`config.mk`:
```
export PLATFORM = sky130hd
export DESIGN_NAME = mem_cmd_master
export DESIGN_NICKNAME = d
export VERILOG_FILES = /design/src/rtl/mem_cmd_master.sv
export SDC_FILE = /design/constraint.sdc
export NUM_CORES = 1
export LEC_CHECK = 0
export BUFFER_PORTS_ARGS = -buffer_cell sky130_fd_sc_hd__buf_2
export CAP_MARGIN = 10
export CORE_ASPECT_RATIO = 0.6
export CORE_MARGIN = 1
export CORE_UTILIZATION = 50
export CTS_BUF_LIST = sky130_fd_sc_hd__clkbuf_8
export DETAILED_ROUTE_END_ITERATION = 10
export GPL_TIMING_DRIVEN = 0
export PLACE_DENSITY_LB_ADDON = 0.3
export SYNTH_ARGS = -nofsm -noshare
export SYNTH_HDL_FRONTEND = slang
export SYNTH_SLANG_ARGS = --single-unit
```
`constraint.sdc`:
```
create_clock -name clk -period 2 [get_ports clk]
set_input_delay 0.2 -clock clk [delete_from_list [all_inputs] [get_ports clk]]
set_output_delay 0.2 -clock clk [all_outputs]
set_load 0.02 [all_outputs]
```
`src/rtl/mem_cmd_master.sv`:
```
// Request-FIFO-fed master for the 8x8 command memory: one command in flight, one response per command.
// Optional build macro CMD_TIMEOUT_EN aborts a command that never sees ready and flags it via rsp_err.
module mem_cmd_master #(
    parameter int FIFO_DEPTH     = 4,
    parameter int TIMEOUT_CYCLES = 15
) (
    input  logic       clk,
    input  logic       reset_n,
    input  logic       req_valid,
    output logic       req_ready,
    input  logic       req_write,
    input  logic [1:0] req_op,
    input  logic [2:0] req_addr,
    input  logic [7:0] req_wdata,
    output logic       write_en,
    output logic       read_en,
    output logic [1:0] op,
    output logic [2:0] address,
    output logic [7:0] write_data,
    input  logic       ready,
    input  logic [7:0] read_data,
    output logic       rsp_valid,
    input  logic       rsp_ready,
    output logic       rsp_write,
    output logic [2:0] rsp_addr,
    output logic [7:0] rsp_data,
    output logic       rsp_err
);

    localparam int PTR_W = (FIFO_DEPTH > 1) ? $clog2(FIFO_DEPTH) : 1;
    localparam int CNT_W = PTR_W + 1;
    localparam logic [CNT_W-1:0] FULL_COUNT = CNT_W'(FIFO_DEPTH);

    typedef struct packed {
        logic       write;
        logic [1:0] op;
        logic [2:0] addr;
        logic [7:0] wdata;
    } req_t;

    typedef enum logic [1:0] {IDLE, ISSUE, RESP} state_t;

    req_t             fifo_mem [FIFO_DEPTH];
    req_t             head;
    logic [PTR_W-1:0] wr_ptr, rd_ptr;
    logic [CNT_W-1:0] count, count_next;
    logic             push, pop;

    state_t     state, state_next;
    logic       write_en_next, read_en_next;
    logic [1:0] op_next;
    logic [2:0] address_next;
    logic [7:0] write_data_next;
    logic       rsp_valid_next, rsp_write_next;
    logic [2:0] rsp_addr_next;
    logic [7:0] rsp_data_next;

`ifdef CMD_TIMEOUT_EN
    localparam int TMO_W = $clog2(TIMEOUT_CYCLES + 1);
    localparam logic [TMO_W-1:0] TMO_LAST = TMO_W'(TIMEOUT_CYCLES - 1);
    logic [TMO_W-1:0] tmo_cnt, tmo_next;
    logic             rsp_err_next;
`else
    wire unused_timeout = (TIMEOUT_CYCLES != 0);
    assign rsp_err = 1'b0;
`endif

    assign push = req_valid && req_ready;
    assign head = fifo_mem[rd_ptr];

    always_comb begin
        count_next = count;
        if (push && !pop)
            count_next = count + 1'b1;
        else if (!push && pop)
            count_next = count - 1'b1;
    end

    always_ff @(posedge clk) begin
        if (push)
            fifo_mem[wr_ptr] <= {req_write, req_op, req_addr, req_wdata};
    end

    // req_ready follows the post-update count, so a full FIFO reopens one cycle after a pop.
    always_ff @(posedge clk) begin
        if (!reset_n) begin
            wr_ptr    <= '0;
            rd_ptr    <= '0;
            count     <= '0;
            req_ready <= 1'b1;
        end else begin
            if (push)
                wr_ptr <= wr_ptr + 1'b1;
            if (pop)
                rd_ptr <= rd_ptr + 1'b1;
            count     <= count_next;
            req_ready <= (count_next != FULL_COUNT);
        end
    end

    always_comb begin
        state_next      = state;
        pop             = 1'b0;
        write_en_next   = write_en;
        read_en_next    = read_en;
        op_next         = op;
        address_next    = address;
        write_data_next = write_data;
        rsp_valid_next  = rsp_valid;
        rsp_write_next  = rsp_write;
        rsp_addr_next   = rsp_addr;
        rsp_data_next   = rsp_data;
`ifdef CMD_TIMEOUT_EN
        tmo_next        = tmo_cnt;
        rsp_err_next    = rsp_err;
`endif
        case (state)
            IDLE: begin
                if (count != '0) begin
                    pop             = 1'b1;
                    write_en_next   = head.write;
                    read_en_next    = !head.write;
                    op_next         = head.op;
                    address_next    = head.addr;
                    write_data_next = head.wdata;
`ifdef CMD_TIMEOUT_EN
                    tmo_next        = '0;
`endif
                    state_next      = ISSUE;
                end
            end
            ISSUE: begin
                if (ready) begin
                    write_en_next  = 1'b0;
                    read_en_next   = 1'b0;
                    rsp_valid_next = 1'b1;
                    rsp_write_next = write_en;
                    rsp_addr_next  = address;
                    rsp_data_next  = write_en ? 8'h00 : read_data;
`ifdef CMD_TIMEOUT_EN
                    rsp_err_next   = 1'b0;
`endif
                    state_next     = RESP;
                end
`ifdef CMD_TIMEOUT_EN
                else if (tmo_cnt == TMO_LAST) begin
                    write_en_next  = 1'b0;
                    read_en_next   = 1'b0;
                    rsp_valid_next = 1'b1;
                    rsp_write_next = write_en;
                    rsp_addr_next  = address;
                    rsp_data_next  = 8'h00;
                    rsp_err_next   = 1'b1;
                    state_next     = RESP;
                end else begin
                    tmo_next = tmo_cnt + 1'b1;
                end
`endif
            end
            RESP: begin
                // No pop here: the next command waits for IDLE, one cycle after the handshake.
                if (rsp_ready) begin
                    rsp_valid_next = 1'b0;
                    state_next     = IDLE;
                end
            end
            default: state_next = IDLE;
        endcase
    end

    always_ff @(posedge clk) begin
        if (!reset_n) begin
            state      <= IDLE;
            write_en   <= 1'b0;
            read_en    <= 1'b0;
            op         <= '0;
            address    <= '0;
            write_data <= '0;
            rsp_valid  <= 1'b0;
            rsp_write  <= 1'b0;
            rsp_addr   <= '0;
            rsp_data   <= '0;
        end else begin
            state      <= state_next;
            write_en   <= write_en_next;
            read_en    <= read_en_next;
            op         <= op_next;
            address    <= address_next;
            write_data <= write_data_next;
            rsp_valid  <= rsp_valid_next;
            rsp_write  <= rsp_write_next;
            rsp_addr   <= rsp_addr_next;
            rsp_data   <= rsp_data_next;
        end
    end

`ifdef CMD_TIMEOUT_EN
    always_ff @(posedge clk) begin
        if (!reset_n) begin
            tmo_cnt <= '0;
            rsp_err <= 1'b0;
        end else begin
            tmo_cnt <= tmo_next;
            rsp_err <= rsp_err_next;
        end
    end
`endif

endmodule
```
Word level (Yosys, flattened, before mapping)

Memories as Yosys holds them, arrays and structs flattened. A register that Yosys moved wholly into a read port is not among the register bits.
Cells that the tools add are included.

Add/sub/neg operators: 4
Equality and inequality tests: 6
Muxes and demuxes: 21
Reductions and logical operators: 15

Operators with widths:

| cell                | count |
|---|---|
| $mux 2              | 5 |
| $mux 1              | 9 |
| $reduce_and 3->1    | 3 |
| $mux 8              | 1 |
| $mux 3              | 2 |
| $ne 2x2->1 const B  | 3 |
| $pmux 1 s2          | 3 |
| $pmux 2 s3          | 1 |
| $add 2x1->2 const B | 2 |
| $reduce_and 2->1    | 2 |
| $reduce_bool 2->1   | 2 |
| $add 3x1->3 const B | 1 |
| $logic_and 1x1->1   | 3 |
| $logic_not 1->1     | 3 |
| $ne 3x3->1 const B  | 1 |
| $reduce_bool 3->1   | 1 |
| $sub 3x1->3 const B | 1 |
| $eq 2x1->1 const B  | 1 |
| $eq 2x2->1 const B  | 1 |
| $logic_not 2->1     | 1 |

Bits in registers: 38
Memory bits (writable): 56
Input port bits: 27
Output and inout bits: 30
Word-level logic and storage cells: 61
Memories: 1

Memories:

| memory   | words | width | read ports | clocked after Yosys merged registers in | write ports | line | RTL |
|---|---|---|---|---|---|---|---|
| fifo_mem | 4     | 14    | 1          | 1                                       | 1           | 43   | `req_t fifo_mem [FIFO_DEPTH];` |

Longest topological paths before layout

Gate-level depths: netlist of run 1.

Word-level depth: 7
Depth in mapped cells: 7
Gate-level depth less buffers: 6

Worst setup path after synthesis of run 1

OpenSTA, ideal clock, no wires.

Path type: register -> register
Start point: register count[0]
End point: register count[2]
Library setup time: 0.120 ns
Data arrival time: 1.422 ns
Required time: 1.880 ns
Path slack: 0.458 ns
Cell stages (with the launch flop): 7
Buffers on the path: 0
Period minus slack after synthesis: 1.542 ns
Cells stage by stage: dfxtp_1 > inv_1 > ha_1 > nor2b_1 > o211ai_1 > and4_1 > or2_1

Cells in the longest elaborated chain, start to end: 6
Elaborated cells on any way between the ends: 10
Those cells by class: 2 x add/sub; 4 x mux; 4 x reduce/logical

Ends and longest elaborated chain:

| what                                                        | line   | RTL |
|---|---|---|
| start, declared                                             | 46     | `logic [CNT_W-1:0] count, count_next;` |
| start signal, assigned                                      | 96     | `count <= count_next;` |
| $reduce_bool 3->1                                           | 119    | `if (count != '0) begin` |
| $mux 1                                                      | 119    |  |
| $mux 1                                                      | 117    | `case (state)` |
| $logic_and 1x1->1 / $logic_not 1->1 (equally long branches) | 75, 73 |  |
| $mux 3 / $logic_and 1x1->1 (equally long branches)          | 75, 73 |  |
| $mux 3 (*)                                                  | 73     | `if (push && !pop)` |

Every way passes the cells marked *; elsewhere a longest branch is shown, timed or not.
A chain may end at the register's enable or synchronous reset.

Worst setup path in the final report of run 1

Start point: register count[0]
End point: register write_data[0]

Cells in the longest elaborated chain, start to end: 2

Ends and longest elaborated chain:

| what                       | line | RTL |
|---|---|---|
| $reduce_bool 3->1          | 119  |  |
| $reduce_and 2->1 (no line) | --   |  |
| end signal, assigned       | 189  | `write_data <= write_data_next;` |
| end, declared              | 19   | `output logic [7:0] write_data,` |

No other way between the ends.

==> insert_results.sql, run 1 <==
INSERT INTO impl_metrics (metric_group, metric, value, unit) VALUES
('worst_setup_path', 'crit_type', 'reg2reg', ''),
('logic_synthesis', 'yosys.area_share.simple', '0.117', ''),
('placement', 'numPlacedInstances', '411', ''),
('run', 'max-cap-violations', '0', ''),
('finish', 'area_growth', '17.8', '%'),
('worst_setup_path', 'timing.critical_path.arrival', '2100', 'ps'),
('worst_setup_path', 'end_kind', 'flip-flop', ''),
('floorplan', 'io-pin-count', '57', ''),
('finish', 'multi_input_area', '0.00110', 'mm^2'),
('pwr', 'vdd.ir_drop.worst', '646', 'uV'),
('logic_synthesis', 'yosysSeqAreaShare', '0.676', ''),
('clock_network', 'htree_num_levels', '3', ''),
('finish', 'postLayoutCellArea', '0.00432', 'mm^2'),
('timing', 'setup-violations-final', '0', ''),
('timing', 'period_needed', '1820', 'ps'),
('clock_network', 'clockRootBuffer', 'sky130_fd_sc_hd__clkbuf_8', ''),
('routing', 'vias', '2255', ''),
('routing', 'routed-wl-met3', '385', 'um'),
('clock_network', 'clock_insertion_delay_worst_skew', '360', 'ps'),
('logic_synthesis', 'nets_in_the_synthesized_netlist', '303', ''),
('routing', 'drtIter0Drc', '136', ''),
('clock_network', 'cts.clk_slew.worst_paths', '90', 'ps'),
('timing', 'worst_skew', '7.81', 'ps'),
('timing', 'slew-limit-headroom', '0.477', ''),
('floorplan', 'core_area', '0.00688', 'mm^2'),
('routing', 'route.antenna.remaining_nets', '0', ''),
('timing', 'fin_crit_sh', '0.910', ''),
('routing', 'routed-wl-met2', '2930', 'um'),
('finish', 'num-fill-cells', '520', ''),
('global_routing', 'number_of_antenna_violations_at_the_first_check_in_global_routing', '0', ''),
('run_status', 'status', 'finished clean', ''),
('finish', 'area.sequential', '0.00248', 'mm^2'),
('global_routing', 'first_global_vias', '2074', ''),
('worst_setup_path', 'path_max_fanout', '10', ''),
('logic_synthesis', 'yosysWarnings', '0', ''),
('timing', 'worst-slew-pin-transition', '784', 'ps'),
('logic_synthesis', 'netlist-cell-type-count', '41', ''),
('logic_synthesis', 'synth_adder_area_share', '0.0239', ''),
('logic_synthesis', 'ys_async_sr_fraction', '0', ''),
('floorplan', 'num_rows', '23', ''),
('routing', 'detail_route.drc_violations', '0', ''),
('logic_synthesis', 'synth_xor_xnor_area_share', '0.00716', ''),
('placement', 'portBuffers', '55', ''),
('worst_setup_path', 'crit_required', '2280', 'ps'),
('finish', 'finalNetCount', '369', ''),
('logic_synthesis', 'synth-seq-cells', '96', ''),
('global_routing', 'gr-total-overflow', '0', ''),
('pwr', 'pwr_density_cell', '1420', 'mW/mm^2'),
('routing', 'viasPerCell', '5.28', ''),
('global_routing', 'grt_max_degree', '16', ''),
('routing', 'routed_wirelength', '6810', 'um'),
('logic_synthesis', 'synth-compound-area-share', '0.0627', ''),
('logic_synthesis', 'synthesis.instances', '269', ''),
('clock_network', 'cts_tree', 'built', ''),
('worst_setup_path', 'critPathLaunchType', 'flip-flop', ''),
('routing', 'routedLengthMet1', '3430', 'um'),
('timing', 'grt_setup_unrepaired', 'no', ''),
('global_routing', 'grt_first_pass_wirelength', '10500', 'um'),
('logic_synthesis', 'synth_mux_area_frac', '0.0890', ''),
('logic_synthesis', 'post_synth.cell_area_avg', '13.6', 'um^2'),
('finish', 'final_layout_size_suffix_gt1_frac', '0.271', ''),
('timing', 'report.final.hold_viol_count', '0', ''),
('clock_network', 'cts-resized-gates', '0', ''),
('logic_synthesis', 'synth_edf_count', '56', ''),
('floorplan', 'die-width', '113', 'um'),
('clock_network', 'cts.sink_count', '96', ''),
('global_routing', 'total_routing_resource_utilization_after_global_routing', '0.190', ''),
('finish', 'diodes_inserted', '0', ''),
('routing', 'drt_pre_antenna_iters', '4', ''),
('floorplan', 'floorplan.initialDensity', '0.534', ''),
('finish', 'final_cell_count_no_fill', '427', '');
## synthesized netlist by cell type, drive strengths merged, types with 4 or more instances
cell	count	area (um^2)
a21oi	31	159
and3	5	31.3
buf	6	40.0
clkbuf	7	26.3
dfxtp	40	801
edfxtp	56	1680
ha	7	87.6
inv	5	18.8
mux4	14	327
nand2	50	188
nand3b	8	60.1
nor2	7	28.8
nor3	4	25.0
## path summary, 6_finish.rpt
| kind | startpoint | to | slack [ps] | cells past startpoint |
|---|---|---|---|---|
| worst max-delay path | count[0] | write_data[0] | 180 | 7 |
| worst min-delay path | ready | state[0] | 50 | 2 |
| worst max register to register | count[0] | write_data[0] | 180 | 7 |
| worst min register to register | rsp_data[0] | rsp_data[0] | 450 | 2 |
## per-layer routing
layer  vias to the layer above  GRT usage
met3                         9     0.0505
met5                         -          0
met1                      1057      0.264
met4                         0     0.0850
li1                       1115          -
met2                        74      0.284
## layout make-up
| class | count | area share |
|---|---|---|
| Inverter | 5 | 0.00434 |
| Clock buffer | 10 | 0.0318 |
| Clock inverter | 6 | 0.0301 |
| Timing Repair Buffer | 55 | 0.0637 |
| Tap cell | 87 | 0.0252 |
| Multi-Input combinational cell | 155 | 0.255 |
| Buffer | 13 | 0.0156 |
| Sequential cell | 96 | 0.574 |
## worst max-delay path, stage by stage, from the launching register on
cell                      delay [ps]
sky130_fd_sc_hd__dfxtp_1         420
sky130_fd_sc_hd__inv_1           110
sky130_fd_sc_hd__ha_1            220
sky130_fd_sc_hd__nor2b_1         200
sky130_fd_sc_hd__nor2_2          260
sky130_fd_sc_hd__buf_2           300
sky130_fd_sc_hd__nand2_1          90
sky130_fd_sc_hd__a21oi_1         140
## report_power, final
part	internal [W]	switching, W
combinational	0.000692	0.00112
sequential	0.00247	0.000223
clock	0.000986	0.000636
total	0.00415	0.00198
## metrics by stage
stage / total power, W / setup WS, ps
floorplan: 0.00398 / 458
global placement: 0.00448 / 269
detailed placement: 0.00455 / 178
CTS: 0.00615 / 161
global route: 0.00645 / 1.32
finish: 0.00612 / 180
## sequential cells by signal, summed over array words and instances, names as in the netlist, 2 cells and up, named ones only
signal	cells
fifo_mem	56
rsp_data	8
write_data	8
address	3
count	3
rsp_addr	3
op	2
rd_ptr	2
state	2
wr_ptr	2
## cells in the final DEF, fill, tap and decap left out, drive strengths merged, types with 2 or more instances in the layout
cell and count:
buf 61, mux4 14, edfxtp 56, or2 2
dfxtp 40, nand3 3, a211oi 2, inv 5
ha 7, o21ai 3, nor2 7, nand3b 8
clkinv 2, nor2b 2, and3 5, and2 2
bufinv 4, nor3 4, xnor2 2, nand2 50
clkbuf 17, a21oi 31
## cell families (layout without fill, tap and decap cells)
logic type / count (synthesis) / in the layout
buffers and inverters: 18 / 89
XOR/XNOR: 3 / 3
AO/OA/AOI/OAI: 41 / 41
multiplexers: 14 / 14
AND/OR/NAND/NOR: 89 / 89
flip-flops: 96 / 96
adder cells (fa/ha/maj): 7 / 7
other: 1 / 1
Note: power is estimated with default switching activity, not from simulation.
==> run 2: changes to the inputs <==
--- a/config.mk
+++ b/config.mk
@@ -8,7 +8,7 @@
 export BUFFER_PORTS_ARGS = -buffer_cell sky130_fd_sc_hd__buf_2
 export CAP_MARGIN = 10
 export CORE_ASPECT_RATIO = 0.6
-export CORE_MARGIN = 1
+export CORE_MARGIN = 2
 export CORE_UTILIZATION = 50
 export CTS_BUF_LIST = sky130_fd_sc_hd__clkbuf_8
 export DETAILED_ROUTE_END_ITERATION = 10
==> run 2 against run 1 <==
  * Sequential share of layout area grew 1.3 points
  * Utilization fell by 4.0 points
  * First-iteration DRC count increased by 2.9%
  * Count of clock-buffer cells in the layout unchanged
  * Non-clock buffer count unchanged
  * Clock skew increased by 2.1 ps
  * Worst hold slack lost 13 ps
  * Critical path depth is the same
  * Setup slack gained 37 ps
  * Wire length increased by 3.0%
  * Register-to-register slack better by 40 ps
  * Critical path type unchanged
==> insert_results.sql, run 2 (same netlist as run 1, synthesis figures left out) <==
INSERT INTO impl_metrics (metric_group, metric, value, unit) VALUES
('worst_setup_path', 'cp_cell_sequence', 'inv_1, ha_1, nor2b_1, nor2_2, buf_2, nand2_1, a21oi_1', ''),
('worst_setup_path', 'critPathLaunchType', 'flip-flop', ''),
('routing', 'detail_route.drc_violations', '0', ''),
('run_status', 'status', 'finished clean', ''),
('pwr', 'power_leakage', '1.59', 'nW'),
('timing', 'worst_hold_slack', '34.7', 'ps'),
('placement', 'gpl.final_weighted_congestion', '0.799', ''),
('worst_setup_path', 'critical_path.slowest_cell', 'sky130_fd_sc_hd__dfxtp_1', ''),
('hold_path', 'type_of_the_most_critical_hold_path', 'in2reg', ''),
('floorplan', 'core_area', '0.00718', 'mm^2'),
('timing', 'period_needed', '1780', 'ps'),
('worst_setup_path', 'critical_path_cell_count', '7', ''),
('pwr', 'power.internal', '0.00363', 'W'),
('worst_setup_path', 'regToRegSetupSlack', '220', 'ps'),
('finish', 'area_growth', '15.1', '%'),
('timing', 'worst-slew-pin-transition', '809', 'ps'),
('finish', 'finalNetCount', '369', ''),
('finish', 'reg_top3', 'fifo_mem (56), rsp_data (8), write_data (8)', ''),
('finish', 'num-fill-cells', '576', ''),
('worst_setup_path', 'timing.critical_path.max_delay_family', 'simple AND/OR/NAND/NOR gates', ''),
('global_routing', 'grt_max_degree', '15', ''),
('timing', 'report.final.hold_viol_count', '0', ''),
('routing', 'post_detailed_route_wirelength_per_cell', '16.3', 'um'),
('global_routing', 'grt_first_pass_wirelength', '11000', 'um'),
('worst_setup_path', 'end_kind', 'flip-flop', ''),
('routing', 'drt_pre_antenna_iters', '4', ''),
('run', 'max-cap-violations', '0', ''),
('placement', 'portBuffers', '55', ''),
('worst_setup_path', 'rr_startpoint', 'count[0]', ''),
('floorplan', 'die-width', '115', 'um'),
('finish', 'final_layout_size_suffix_gt1_frac', '0.262', ''),
('finish', 'largest-register', 'fifo_mem', ''),
('timing', 'timing.setup.tns', '0', 'ps'),
('global_routing', 'total_routing_resource_utilization_after_global_routing', '0.189', ''),
('worst_setup_path', 'crit_required', '2290', 'ps'),
('clock_network', 'cts.clk_slew.worst_paths', '80', 'ps'),
('timing', 'fin_crit_sh', '0.891', ''),
('floorplan', 'io-pin-count', '57', ''),
('floorplan', 'floorplan.initialDensity', '0.511', ''),
('floorplan', 'die_h', '70.4', 'um'),
('pwr', 'clockPowerShare', '0.195', ''),
('timing', 'setup-violations-final', '0', ''),
('pwr', 'power.share.combinational', '0.324', ''),
('routing', 'route.antenna.remaining_nets', '0', ''),
('worst_setup_path', 'path_max_fanout', '10', ''),
('clock_network', 'post_cts_setup_buffers', '0', ''),
('global_routing', 'first_global_vias', '2195', ''),
('worst_setup_path', 'depth_of_the_most_critical_reg_to_reg_path', '7', ''),
('routing', 'routed_wirelength', '7010', 'um'),
('finish', 'most_common_cell_after_layout_fill_and_taps_aside', 'sky130_fd_sc_hd__buf_2', ''),
('routing', 'vias', '2269', ''),
('clock_network', 'clock_tree.buffer_depth', '2', ''),
('timing', 'grt_setup_unrepaired', 'no', ''),
('clock_network', 'clockRootBuffer', 'sky130_fd_sc_hd__clkbuf_8', ''),
('clock_network', 'cts.sink_count', '96', ''),
('routing', 'viasPerCell', '5.26', ''),
('pwr', 'sw_frac', '0.352', ''),
('timing', 'total_count_of_max_transition_violations_in_the_final_report', '0', ''),
('global_routing', 'number_of_antenna_violations_at_the_first_check_in_global_routing', '0', ''),
('finish', 'diodes_inserted', '0', ''),
('global_routing', 'gr-total-overflow', '0', ''),
('clock_network', 'htree_num_levels', '3', ''),
('floorplan', 'die_area', '0.00806', 'mm^2'),
('worst_setup_path', 'timing.critical_path.from', 'count[0]', ''),
('timing', 'worst_skew', '9.94', 'ps'),
('finish', 'most-common-layout-cells', '57 x sky130_fd_sc_hd__buf_2, 56 x sky130_fd_sc_hd__edfxtp_1, 50 x sky130_fd_sc_hd__nand2_1', ''),
('timing', 'fmax', '0.561', 'GHz'),
('clock_network', 'clock_insertion_delay_worst_skew', '370', 'ps'),
('worst_setup_path', 'crit_type', 'reg2reg', ''),
('placement', 'half_perimeter_wire_length_of_the_detailed_placement_result', '4860', 'um'),
('pwr', 'netSwitchingPower', '0.00197', 'W'),
('clock_network', 'cts_tree', 'built', ''),
('placement', 'numPlacedInstances', '415', ''),
('finish', 'final_cell_count_no_fill', '431', ''),
('worst_setup_path', 'timing.critical_path.slowest_cell_delay', '410', 'ps'),
('pwr', 'vdd.ir_drop.worst', '608', 'uV'),
('timing', 'slew-limit-headroom', '0.461', ''),
('worst_setup_path', 'critical_path_buf_inv_count', '2', ''),
('finish', 'largest_reg_flops', '56', ''),
('pwr', 'seq_power_share', '0.481', ''),
('worst_setup_path', 'timing.critical_path.arrival', '2070', 'ps'),
('floorplan', 'num_rows', '24', ''),
('worst_setup_path', 'critical_path.reg2reg.endpoint', 'write_data[6]', ''),
('routing', 'drtIter0Drc', '140', ''),
('clock_network', 'number_of_buffers_added_by_the_clock_tree_synthesis_step', '9', ''),
('pwr', 'pwr_density_cell', '1330', 'mW/mm^2'),
('worst_setup_path', 'worst_setup_path_endpoint', 'write_data[6]', '');
-- run 2: cell count changes in the layout (fill, tap and decap cells not counted) --
cell                        before  now
sky130_fd_sc_hd__bufinv_16       4    0
sky130_fd_sc_hd__inv_1           5    8
sky130_fd_sc_hd__inv_4           0    1
-- run 2: worst reg2reg max path: stages, from the launching register on --
cell,delay (ps)
sky130_fd_sc_hd__dfxtp_1,410
sky130_fd_sc_hd__inv_1,110
sky130_fd_sc_hd__ha_1,220
sky130_fd_sc_hd__nor2b_1,190
sky130_fd_sc_hd__nor2_2,250
sky130_fd_sc_hd__buf_2,290
sky130_fd_sc_hd__nand2_1,80
sky130_fd_sc_hd__a21oi_1,150
-- run 2: repair_timing --
action                                  CTS  global route
endpoints found under the setup margin    0             3
hold buffers                              0             0
gates resized for setup                   0             2
-- run 2: routing by layer --
metal | track usage | up-vias | part of all wire
met3 | 0.0781 | 9 | 0.088
met4 | 0.0610 | 0 | 0.012
met5 | 0 | - | 0
li1 | - | 1114 | -
met2 | 0.274 | 73 | 0.43
met1 | 0.261 | 1073 | 0.47
-- run 2: how the worst min path moves through the flow --
stage,start,to,slack (ps),cells after the start
floorplan,req_wdata[0],fifo_mem[0][0],300,0
CTS,ready,state[0],20,2
global placement,req_addr[2],fifo_mem[0][10],410,1
detailed placement,req_wdata[6],fifo_mem[1][6],420,1
global route,req_wdata[6],fifo_mem[0][6],20,1
finish,ready,state[0],30,2
-- run 2: power groups by stage --
stage          Sequential, W  Clock, W  Combinational [W]
6_report             0.00270   0.00110            0.00182
5_1_grt              0.00274   0.00119            0.00199
4_1_cts              0.00269   0.00112            0.00182
3_5_place_dp         0.00274         0            0.00182
3_3_place_gp         0.00272         0            0.00177
2_1_floorplan        0.00290         0            0.00108
-- run 2: area by class of cell --
| cell class | instances | area [um^2] | area share |
|---|---|---|---|
| well taps | 91 | 114 | 0.0269 |
| plain buffers | 13 | 67.6 | 0.0160 |
| clock inverters | 6 | 27.5 | 0.00651 |
| clock buffers | 10 | 138 | 0.0326 |
| repair buffers | 55 | 275 | 0.0651 |
| flip-flops and latches | 96 | 2480 | 0.588 |
| inverters | 5 | 18.8 | 0.00444 |
| multi-input cells | 155 | 1100 | 0.261 |
-- run 2: through the flow --
| stage | utilization | setup WS [ps] | instance area, um^2 | total power (W) |
|---|---|---|---|---|
| floorplan | - | 458 | 3670 | 0.00398 |
| global placement | 0.566 | 259 | 4060 | 0.00450 |
| detailed placement | 0.566 | 172 | 4060 | 0.00456 |
| CTS | 0.589 | 138 | 4220 | 0.00564 |
| global route | 0.589 | 46.3 | 4230 | 0.00593 |
| finish | 0.589 | 217 | 4230 | 0.00561 |
==> run 3: changes to the inputs <==
--- a/config.mk
+++ b/config.mk
@@ -9,8 +9,9 @@
 export CAP_MARGIN = 10
 export CORE_ASPECT_RATIO = 0.6
 export CORE_MARGIN = 2
-export CORE_UTILIZATION = 50
+export CORE_UTILIZATION = 40
 export CTS_BUF_LIST = sky130_fd_sc_hd__clkbuf_8
+export CTS_CLUSTER_SIZE = 12
 export DETAILED_ROUTE_END_ITERATION = 10
 export GPL_TIMING_DRIVEN = 0
 export PLACE_DENSITY_LB_ADDON = 0.3
==> run 3 against run 2 <==
  * Wire length is 0.77% higher
  * Global-route usage down 3.8 points
  * Final cell count up 5.8%
  * Total power increased by 6.7%
  * Combinational power hardly changed
  * Flip-flop and latch count did not move
==> insert_results.sql, run 3 (same netlist as run 1, synthesis figures left out) <==
INSERT INTO impl_metrics (metric_group, metric, value, unit) VALUES
('routing', 'route.antenna.remaining_nets', '0', ''),
('routing', 'viasPerCell', '4.93', ''),
('worst_setup_path', 'cp_cell_sequence', 'inv_1, ha_1, nor2b_1, nor2_2, buf_2, nand2_1, a21oi_1', ''),
('run_status', 'status', 'finished clean', ''),
('pwr', 'netSwitchingPower', '0.00199', 'W'),
('pwr', 'power.internal', '0.00399', 'W'),
('floorplan', 'io-pin-count', '57', ''),
('worst_setup_path', 'critPathLaunchType', 'flip-flop', ''),
('timing', 'total_count_of_max_transition_violations_in_the_final_report', '0', ''),
('worst_setup_path', 'regToRegSetupSlack', '220', 'ps'),
('placement', 'half_perimeter_wire_length_of_the_detailed_placement_result', '4950', 'um'),
('finish', 'finalNetCount', '369', ''),
('finish', 'largest-register', 'fifo_mem', ''),
('timing', 'fin_crit_sh', '0.890', ''),
('routing', 'drt_pre_antenna_iters', '4', ''),
('finish', 'final_cell_count_no_fill', '456', ''),
('global_routing', 'number_of_antenna_violations_at_the_first_check_in_global_routing', '0', ''),
('timing', 'timing.setup.tns', '0', 'ps'),
('timing', 'worst_skew', '9.78', 'ps'),
('floorplan', 'num_rows', '27', ''),
('clock_network', 'cts_hold_repair.buffers', '0', ''),
('routing', 'routed_wirelength', '7060', 'um'),
('clock_network', 'number_of_buffers_added_by_the_clock_tree_synthesis_step', '9', ''),
('finish', 'area_growth', '18.1', '%'),
('finish', 'most_common_cell_after_layout_fill_and_taps_aside', 'sky130_fd_sc_hd__buf_2', ''),
('worst_setup_path', 'timing.critical_path.arrival', '2080', 'ps'),
('worst_setup_path', 'critical_path.reg2reg.endpoint', 'op[1]', ''),
('hold_path', 'type_of_the_most_critical_hold_path', 'in2reg', ''),
('global_routing', 'grt_first_pass_wirelength', '11100', 'um'),
('clock_network', 'clock_insertion_delay_worst_skew', '370', 'ps'),
('routing', 'detail_route.drc_violations', '0', ''),
('pwr', 'vdd.ir_drop.worst', '382', 'uV'),
('worst_setup_path', 'end_kind', 'flip-flop', ''),
('placement', 'numPlacedInstances', '440', ''),
('clock_network', 'cts.clk_slew.worst_paths', '90', 'ps'),
('floorplan', 'die_h', '78.2', 'um'),
('finish', 'diodes_inserted', '0', ''),
('worst_setup_path', 'worst_setup_path_endpoint', 'op[1]', ''),
('worst_setup_path', 'depth_of_the_most_critical_reg_to_reg_path', '7', ''),
('pwr', 'clockPowerShare', '0.249', ''),
('worst_setup_path', 'timing.critical_path.from', 'count[0]', ''),
('floorplan', 'die-width', '128', 'um'),
('finish', 'reg_top3', 'fifo_mem (56), rsp_data (8), write_data (8)', ''),
('pwr', 'power.share.combinational', '0.301', ''),
('clock_network', 'post_cts_setup_buffers', '0', ''),
('worst_setup_path', 'critical_path.slowest_cell', 'sky130_fd_sc_hd__dfxtp_1', ''),
('global_routing', 'first_global_vias', '2156', ''),
('placement', 'placement.setup.worst_slack', '180', 'ps'),
('floorplan', 'core_area', '0.00905', 'mm^2'),
('timing', 'period_needed', '1780', 'ps'),
('run', 'max-cap-violations', '0', ''),
('placement', 'placed_area', '0.00409', 'mm^2'),
('timing', 'worst-slew-pin-transition', '777', 'ps'),
('timing', 'report.final.hold_viol_count', '0', ''),
('finish', 'postLayoutCellArea', '0.00433', 'mm^2'),
('finish', 'final_layout_size_suffix_gt1_frac', '0.271', ''),
('timing', 'layout_setup_ws', '220', 'ps'),
('clock_network', 'htree_num_levels', '3', ''),
('clock_network', 'clockRootBuffer', 'sky130_fd_sc_hd__clkbuf_8', ''),
('pwr', 'pwr_density_cell', '1380', 'mW/mm^2'),
('global_routing', 'total_routing_resource_utilization_after_global_routing', '0.151', ''),
('worst_setup_path', 'rr_startpoint', 'count[0]', ''),
('worst_setup_path', 'timing.critical_path.slowest_cell_delay', '430', 'ps'),
('clock_network', 'clock_tree.buffer_depth', '2', ''),
('worst_setup_path', 'path_max_fanout', '10', ''),
('routing', 'post_detailed_route_wirelength_per_cell', '15.5', 'um'),
('placement', 'portBuffers', '55', ''),
('timing', 'setup-violations-final', '0', ''),
('global_routing', 'gr-total-overflow', '0', ''),
('clock_network', 'cts_tree', 'built', ''),
('timing', 'grt_setup_unrepaired', 'no', ''),
('pwr', 'power_leakage', '1.61', 'nW'),
('placement', 'gpl.final_weighted_congestion', '0.757', ''),
('timing', 'fmax', '0.562', 'GHz'),
('global_routing', 'grt_max_degree', '17', ''),
('pwr', 'sw_frac', '0.333', ''),
('pwr', 'seq_power_share', '0.450', ''),
('worst_setup_path', 'crit_type', 'reg2reg', ''),
('floorplan', 'floorplan.initialDensity', '0.405', ''),
('clock_network', 'cts-resized-gates', '0', ''),
('clock_network', 'cts.sink_count', '96', ''),
('floorplan', 'die_area', '0.00998', 'mm^2'),
('finish', 'most-common-layout-cells', '57 x sky130_fd_sc_hd__buf_2, 56 x sky130_fd_sc_hd__edfxtp_1, 50 x sky130_fd_sc_hd__nand2_1', ''),
('routing', 'vias', '2246', ''),
('routing', 'drtIter0Drc', '144', ''),
('finish', 'largest_reg_flops', '56', ''),
('timing', 'slew-limit-headroom', '0.482', ''),
('worst_setup_path', 'crit_required', '2300', 'ps');
-- run 3: power groups by stage --
stage	combinational [W]	clock [W]	sequential, W
4_1_cts	0.00182	0.00153	0.00270
3_3_place_gp	0.00179	0	0.00273
3_5_place_dp	0.00181	0	0.00275
5_1_grt	0.00200	0.00161	0.00275
2_1_floorplan	0.00108	0	0.00290
6_report	0.00180	0.00149	0.00269
-- run 3: layout make-up --
cell class	instances	area [um^2]
Buffer	13	67.6
Clock buffer	9	124
Clock inverter	7	118
Fill cell	815	4720
Inverter	5	18.8
Multi-Input combinational cell	155	1100
Sequential cell	96	2480
Tap cell	116	145
Timing Repair Buffer	55	275
-- run 3: through the flow --
step                      utilization  total power [W]  hold WS (ps)
after floorplan                     -          0.00398           299
after global placement          0.452          0.00452           415
after detailed placement        0.452          0.00456           419
after CTS                       0.478          0.00605          14.0
after global routing            0.479          0.00636          26.5
final                           0.479          0.00598          37.9
-- run 3: how the worst min path moves through the flow --
stage,slack [ps],from,endpoint,cells past startpoint
6_report,40,ready,state[0],2
3_3_place_gp,420,ready,state[0],2
5_1_grt,30,req_wdata[6],fifo_mem[2][6],1
4_1_cts,10,ready,state[0],2
2_1_floorplan,300,req_wdata[0],fifo_mem[0][0],0
3_5_place_dp,420,req_wdata[6],fifo_mem[0][6],1
-- run 3: routing by layer --
metal  GRT usage  part of all wire  vias up
met5           0                 0        -
met2       0.220              0.42       68
met1       0.205              0.49     1051
li1            -                 -     1115
met4      0.0637             0.018        0
met3      0.0539             0.071       12
-- run 3: critical path, delay by kind of cell (launching register included) --
family / cells / cell delay (ps)
AOI/OAI and AO/OA: 1 / 130
adders and majority gates: 1 / 210
buffers and inverters: 2 / 400
DFF: 1 / 430
and+or+nand+nor: 3 / 540
